**config.mk**
```make
export PLATFORM = sky130hd
export DESIGN_NAME = decode_stage
export DESIGN_NICKNAME = d
export VERILOG_FILES = /design/src/rtl/decode_stage.sv
export SDC_FILE = /design/constraint.sdc
export NUM_CORES = 1
export LEC_CHECK = 0
export ABC_AREA = 1
export ABC_CLOCK_PERIOD_IN_PS = 8500
export BUFFER_PORTS_ARGS = -buffer_cell sky130_fd_sc_hd__buf_4
export CORE_ASPECT_RATIO = 1.25
export CORE_UTILIZATION = 55
export DETAILED_ROUTE_END_ITERATION = 10
export GPL_TIMING_DRIVEN = 1
export PLACE_DENSITY_LB_ADDON = 0.05
export SKIP_LAST_GASP = 1
export SLEW_MARGIN = 20
export SYNTH_ARGS = -nofsm -noshare
export SYNTH_HDL_FRONTEND = slang
export SYNTH_SLANG_ARGS = --single-unit
```
**constraint.sdc**
```tcl
create_clock -name clk -period 8.5 [get_ports clk]
set_input_delay 2.125 -clock clk [delete_from_list [all_inputs] [get_ports clk]]
set_output_delay 2.125 -clock clk [all_outputs]
set_load 0.1 [all_outputs]
```
**src/rtl/decode_stage.sv**
```systemverilog
// rtl/decode_stage.sv - RV32I decode stage with output FIFO; DECODE_RV32M_EN makes funct7=0000001 R-type legal
module decode_stage #(
    parameter int WORD_WIDTH = 32,
    parameter int DEPTH      = 2
) (
    input  logic                  clk,
    input  logic                  rst_n,
    input  logic                  flush_i,
    input  logic                  in_valid_i,
    output logic                  in_ready_o,
    input  logic [WORD_WIDTH-1:0] instr_i,
    input  logic [WORD_WIDTH-1:0] pc_i,
    output logic                  out_valid_o,
    input  logic                  out_ready_i,
    output logic [2:0]            op_type_o,
    output logic [WORD_WIDTH-1:0] imm_o,
    output logic [4:0]            rs1_o,
    output logic [4:0]            rs2_o,
    output logic [4:0]            rd_o,
    output logic [2:0]            funct3_o,
    output logic [WORD_WIDTH-1:0] pc_o,
    output logic                  illegal_o
);

    localparam int PTR_W = $clog2(DEPTH);
    localparam logic [PTR_W:0] FULL = (PTR_W+1)'(DEPTH);

    if (WORD_WIDTH != 32) begin : g_bad_width
        $error("decode_stage: WORD_WIDTH must be 32");
    end
    if (DEPTH < 2 || (DEPTH & (DEPTH - 1)) != 0) begin : g_bad_depth
        $error("decode_stage: DEPTH must be a power of two >= 2");
    end

    localparam logic [2:0] T_R   = 3'b000;
    localparam logic [2:0] T_I   = 3'b001;
    localparam logic [2:0] T_S   = 3'b010;
    localparam logic [2:0] T_SB  = 3'b011;
    localparam logic [2:0] T_U   = 3'b100;
    localparam logic [2:0] T_UJ  = 3'b101;
    localparam logic [2:0] T_BAD = 3'b111;

    typedef struct packed {
        logic [2:0]            op_type;
        logic [WORD_WIDTH-1:0] imm;
        logic [4:0]            rs1;
        logic [4:0]            rs2;
        logic [4:0]            rd;
        logic [2:0]            funct3;
        logic [WORD_WIDTH-1:0] pc;
        logic                  illegal;
    } entry_t;

    entry_t                decoded;
    logic [2:0]            type_raw;
    logic [WORD_WIDTH-1:0] imm_raw;
    logic                  illegal;
    logic [6:0]            opcode;
    logic [6:0]            funct7;
    logic [2:0]            funct3;
    logic                  funct7_ok;

    assign opcode = instr_i[6:0];
    assign funct7 = instr_i[31:25];
    assign funct3 = instr_i[14:12];

    always_comb begin
        type_raw = T_BAD;
        case (opcode)
            7'b0110011: type_raw = T_R;
            7'b1110011, 7'b0010011, 7'b0001111,
            7'b0000011, 7'b1100111: type_raw = T_I;
            7'b0100011: type_raw = T_S;
            7'b1100011: type_raw = T_SB;
            7'b0010111, 7'b0110111: type_raw = T_U;
            7'b1101111: type_raw = T_UJ;
            default:    type_raw = T_BAD;
        endcase
    end

    always_comb begin
        imm_raw = '0;
        case (type_raw)
            T_I:  imm_raw = {{20{instr_i[31]}}, instr_i[31:20]};
            T_S:  imm_raw = {{20{instr_i[31]}}, instr_i[31:25], instr_i[11:7]};
            T_SB: imm_raw = {{19{instr_i[31]}}, instr_i[31], instr_i[7],
                             instr_i[30:25], instr_i[11:8], 1'b0};
            T_U:  imm_raw = {instr_i[31:12], 12'b0};
            T_UJ: imm_raw = {{11{instr_i[31]}}, instr_i[31], instr_i[19:12],
                             instr_i[20], instr_i[30:21], 1'b0};
            default: imm_raw = '0;
        endcase
    end

    // Base ALU ops use funct7 0000000; 0100000 only encodes SUB and SRA.
    always_comb begin
        funct7_ok = 1'b0;
        if (funct7 == 7'b0000000) begin
            funct7_ok = 1'b1;
        end else if (funct7 == 7'b0100000) begin
            funct7_ok = (funct3 == 3'b000) || (funct3 == 3'b101);
        end
`ifdef DECODE_RV32M_EN
        else if (funct7 == 7'b0000001) begin
            funct7_ok = 1'b1;
        end
`endif
    end

    always_comb begin
        illegal = 1'b0;
        if (type_raw == T_BAD)                                       illegal = 1'b1;
        if (instr_i[1:0] != 2'b11)                                   illegal = 1'b1;
        if (type_raw == T_R && !funct7_ok)                           illegal = 1'b1;
        if (opcode == 7'b1100111 && funct3 != 3'b000)                illegal = 1'b1;
        if (opcode == 7'b1100011 && funct3[2:1] == 2'b01)            illegal = 1'b1;
    end

    always_comb begin
        decoded         = '0;
        decoded.op_type = illegal ? T_BAD : type_raw;
        decoded.imm     = illegal ? '0 : imm_raw;
        decoded.rs1     = instr_i[19:15];
        decoded.rs2     = instr_i[24:20];
        decoded.rd      = instr_i[11:7];
        decoded.funct3  = funct3;
        decoded.pc      = pc_i;
        decoded.illegal = illegal;
    end

    entry_t           mem [DEPTH];
    logic [PTR_W-1:0] wr_ptr;
    logic [PTR_W-1:0] rd_ptr;
    logic [PTR_W:0]   count;
    logic             push;
    logic             pop;
    entry_t           head;

    assign in_ready_o  = rst_n && (count != FULL) && !flush_i;
    assign out_valid_o = (count != '0);
    assign push        = in_valid_i && in_ready_o;
    assign pop         = out_valid_o && out_ready_i;

    always_ff @(posedge clk) begin
        if (push) begin
            mem[wr_ptr] <= decoded;
        end
    end

    always_ff @(posedge clk) begin
        if (!rst_n || flush_i) begin
            wr_ptr <= '0;
            rd_ptr <= '0;
            count  <= '0;
        end else begin
            if (push) wr_ptr <= wr_ptr + 1'b1;
            if (pop)  rd_ptr <= rd_ptr + 1'b1;
            case ({push, pop})
                2'b10:   count <= count + 1'b1;
                2'b01:   count <= count - 1'b1;
                default: count <= count;
            endcase
        end
    end

    // Empty FIFO presents zeros rather than whatever stale entry the read pointer addresses.
    assign head      = out_valid_o ? mem[rd_ptr] : '0;
    assign op_type_o = head.op_type;
    assign imm_o     = head.imm;
    assign rs1_o     = head.rs1;
    assign rs2_o     = head.rs2;
    assign rd_o      = head.rd;
    assign funct3_o  = head.funct3;
    assign pc_o      = head.pc;
    assign illegal_o = head.illegal;

endmodule
```
==> Yosys cells after proc, flatten, opt, wreduce, memory -nomap -nowiden <==
Memory sizes are Yosys's and may differ from the RTL's. A register that Yosys moved wholly into a read port is not among the register bits.
Index checks and enable logic that the tools add are counted.
{ "totals": {"register_bits": 4, "mem_count": 1, "mem_bits_rw": 172, "elab_cells": 69} }
{ "memory_table": {"columns": ["memory", "words", "word_bits", "rd", "rd_ports_with_merged_regs", "write_ports", "line_no", "rtl"], "rows": [
  ["mem", 2, 86, 1, 1, 1, "131", "entry_t mem [DEPTH];"]
]} }
{ "classes": {"mux": 17, "eq_ne": 24, "reduce_logical": 20, "addsub": 4} }
{ "ops": {"columns": ["operator", "n"], "rows": [
  ["case mux 32 bit (5 select lines)", 1],
  ["2-to-1 mux 86 bit", 1],
  ["2-to-1 mux 32 bit", 1],
  ["== test 7 x 6 -> 1 bit, second input constant", 4],
  ["== test 7 bit, second input constant", 4],
  ["case mux 3 bit (6 select lines)", 1],
  ["== test 7 x 5 -> 1 bit, second input constant", 2],
  ["== test 3 bit, second input constant", 4],
  ["2-to-1 mux 1 bit", 11],
  ["== test 7 x 2 -> 1 bit, second input constant", 1],
  ["== test 7 x 4 -> 1 bit, second input constant", 1],
  ["logical AND 1 bit", 7],
  ["logical NOT 7 bit", 1],
  ["== test 3 x 2 -> 1 bit, second input constant", 2],
  ["logical NOT 3 bit", 2],
  ["OR reduction 5 bit", 1],
  ["== test 2 x 1 -> 1 bit, second input constant", 2],
  ["inequality test 2 bit, second input constant", 2],
  ["case mux 2 bit (2 select lines)", 1],
  ["nonzero test 2 bit", 2],
  ["== test 3 x 1 -> 1 bit, second input constant", 1],
  ["logical NOT 1 bit", 3],
  ["2-to-1 mux 3 bit", 1],
  ["nonzero test 3 bit", 1],
  ["6 further kinds", 8]
]} }

==> Logic depth before layout (Yosys ltp) <==
{ "logic_depth": {"word_depth": 10, "ltp_mapped": 11} }

==> Worst setup path after synthesis <==
Ideal clock, no wire load.
{ "synth_timing": {"path_type": "in2reg", "start": "input rst_n", "end": "memory mem[0][0] in the netlist's numbering, enable pin", "t_required_ns": 7.969, "arrival_ns": 8.753, "cell_stages": 5, "setup_ns": 0.531, "n_path_buf": 0, "slack_ns": -0.783, "path_cell_list": "inv_1 nor2_1 a21boi_0 nand2_1 nor2_1"} }
{ "synth_between": {"elab_chain_cells": 5} }
{ "synth_lines": {"columns": ["element", "line_no", "rtl"], "rows": [
  ["start, declared", "7", "input logic rst_n,"],
  ["logical AND 1 bit (2 in series)", "139", "assign in_ready_o = rst_n && (count != FULL) && !flush_i;"],
  ["named net in_ready_o", "10", "output logic in_ready_o,"],
  ["logical AND 1 bit", "141", "assign push = in_valid_i && in_ready_o;"],
  ["2-to-1 mux 1 bit", "145", "if (push) begin"],
  ["2-to-1 mux 1 bit (implied by the code)", "146", "mem[wr_ptr] <= decoded;"],
  ["end, declared", "131", null]
]} }
The timed path passes the listed nets, and every way through them passes these cells.

==> Final worst setup path <==
{ "layout_timing": {"start": "input flush_i", "end": "output in_ready_o"} }
{ "layout_between": {"elab_chain_cells": 2} }
{ "layout_lines": {"columns": ["element", "line_no", "rtl"], "rows": [
  ["start, declared", "8", "input logic flush_i,"],
  ["logical NOT 1 bit", "139", null],
  ["logical AND 1 bit", "139", null],
  ["end, declared", "10", null]
]} }
Every way passes these cells.

==> results_dict.tcl <==
set metrics [dict create \
    hold_path_class "reg -> reg" \
    r2r-end "mem[1][65]" \
    die_w_um 110 \
    grt_pass1_wl_um 27600 \
    rows 48 \
    ctsHoldBuffers 0 \
    reg2reg_depth 5 \
    slew_headroom_pct 31.6 \
    ios 157 \
    nets 952 \
    synth.net_count 818 \
    track_usage_pct 24.8 \
    r2r_slack_ns 5.48 \
    fin_crit_sh_pct 61.2 \
    drc 0 \
    leakagePower_nw 3.95 \
    cp-start-kind "input pin" \
    status "finished clean" \
    pre_cts_slack_ns 3.29 \
    diodes 0 \
    r2r_start "count[0]" \
    cts_root_buf "clkbuf_16" \
    critPathCapture "in_ready_o" \
    initial_core_util_pct 57.1 \
    drtPass1Iterations 5 \
    grt.overflow.total 0 \
    clk_latency_ns 0.43 \
    clock-sinks 177 \
    finalCriticalPeriod_ns 5.20 \
    cts_setup_buffers 0 \
    worstPathMaxFanout 5 \
    topRoutingLayerUsed "met4" \
    clk_pin_slew_worst_paths_ns 0.07 \
    area_growth_pct 22.4 \
    max_cap_viol_count 0 \
    post_cts_resized 0 \
    fin_skew_ns 0.00688 \
    vias_per_cell 5.46 \
    route.met3.wl_um 959 \
    syn_area_sq_um 7990 \
    min-delay-start "rd_ptr" \
    synth_cells 748 \
    wl_met2_um 9360 \
    end_kind "primary output" \
    tightest_slew_ns 1.02 \
    grt_max_degree 88 \
    die_area_sq_um 15000 \
    cts_buffers 17 \
    cp-startpoint "flush_i" \
    final_util_pct 69.9 \
    cts_max_level 4 \
    drt_wl_total_um 17900 \
    port_buffers 156 \
    fin_area_sq_um 9780 \
    yosysWarnings 0 \
    drive_above_1_share_pct 27.3 \
    ant_nets 0 \
    drt-wirelength-per-cell_um 16.7 \
    cts_tree "done" \
    ys_types 32 \
    finalSetupViolations 0 \
    criticalPathCategory "in -> out" \
    clockBufferDepth 2 \
    required_ns 6.38 \
    dpl-instance-area_sq_um 9200 \
    drt_iter0_markers 319 \
    dpl.cell_count 1038 \
    wl_met1_um 7100 \
    instances_no_fill 1070 \
    hold_viol_final 0 \
    globalplace.congestion 0.865 \
    core-area_sq_um 14000 \
    antenna_found_initial 0 \
    grt_pass1_vias 5596 \
    die_h_um 137 \
    peakVddDrop_uv 125 \
    slew_violations 0 \
    syn_avg_cell_area_sq_um 10.7 \
    yosysSeqAreaShare_pct 65.9 \
    dpl.hpwl_um 11400 \
    p_per_area_nw_per_um2 191 \
    ys_ff_latch 177 \
    vias 5844 \
    arrival_ns 3.08 \
    finalWorstSetupSlack_ns 3.30 \
    nFillCells 1051 \
    timing.fmax_ghz 0.192 \
    rsz0062_at_grt "no" \
]
-- where the power goes --
part | internal, W | leakage, nW | switching (W)
Clock | 0.000414 | 0.278 | 0.000338
Combinational | 0.0000398 | 1.94 | 0.000106
Sequential | 0.000965 | 1.73 | 0.00000290
-- synthesized netlist by cell type (all sizes together) --
library cell / n / area [sq um]
a21boi: 1 / 7.51
a21oi: 113 / 566
and3: 1 / 6.26
buf: 21 / 141
clkbuf: 25 / 93.8
dfxtp: 5 / 100
edfxtp: 172 / 5160
ha: 1 / 12.5
inv: 32 / 123
nand2: 243 / 965
nand3: 56 / 290
nand3b: 1 / 7.51
nand4: 5 / 37.5
nor2: 63 / 418
nor3: 3 / 20.0
o21ai: 4 / 20.0
o21bai: 1 / 7.51
or2: 1 / 6.26
-- worst min path at each step --
stage | end | cells past startpoint
6_report | flop | 1
3_5_place_dp | flop | 1
2_1_floorplan | flop | 1
4_1_cts | flop | 1
3_3_place_gp | rd_ptr | 1
5_1_grt | rd_ptr | 1
-- logic make-up (layout without fill, tap and decap cells) --
| family | after synthesis | in the layout | share of synthesized area [%] |
|---|---|---|---|
| adder cells (fa/ha/maj) | 1 | 1 | 0.157 |
| AO/OA/AOI/OAI | 119 | 119 | 7.52 |
| flip-flops | 177 | 177 | 65.9 |
| AND/OR/NAND/NOR | 373 | 373 | 21.9 |
| buffers and inverters | 78 | 225 | 4.48 |
-- worst max-delay path, cell delays in order --
cell and delay [ns]:
buf_4 0.11, nor2_1 0.22, a21boi_0 0.29, buf_4 0.34
-- cell usage in the layout (no fill, tap or decap), drive strengths merged --
cell type,instances
ha,1
nand2,243
o21bai,1
edfxtp,172
nand3b,1
nor3,3
dfxtp,5
or2,1
nand4,5
and3,1
a21boi,1
a21oi,113
buf,161
o21ai,4
clkinvlp,2
bufinv,1
inv,40
nand3,56
clkinv,3
nor2,63
clkbuf,18
-- registers in the layout (all words and copies together), names as in the netlist, named ones only --
name    flops
wr_ptr      1
count       2
mem       172
rd_ptr      1
-- metal layers --
| layer | vias to the layer above | track usage (%) |
|---|---|---|
| li1 | 2829 | - |
| met5 | - | 0 |
| met1 | 2781 | 29.1 |
| met4 | 0 | 10.1 |
| met3 | 32 | 4.76 |
| met2 | 202 | 44.1 |
-- cell type report --
cell class,instances,area [sq um],area share [%]
clock buffers,18,429,4.39
clock inverters,14,145,1.48
inverters,32,123,1.25
multi-input cells,493,2390,24.4
flip-flops and latches,177,5270,53.9
well taps,175,219,2.24
repair buffers,161,1210,12.4
-- through the flow --
step / power [W] / hold slack [ns] / setup TNS, ns
CTS: 0.00188 / 0.460 / 0
global placement: 0.00113 / 0.442 / 0
floorplan: 0.00108 / 0.425 / -134.72
finish: 0.00187 / 0.458 / 0
detailed placement: 0.00113 / 0.444 / 0
global route: 0.00192 / 0.488 / 0
No activity file was read; power rests on OpenSTA's default activity.
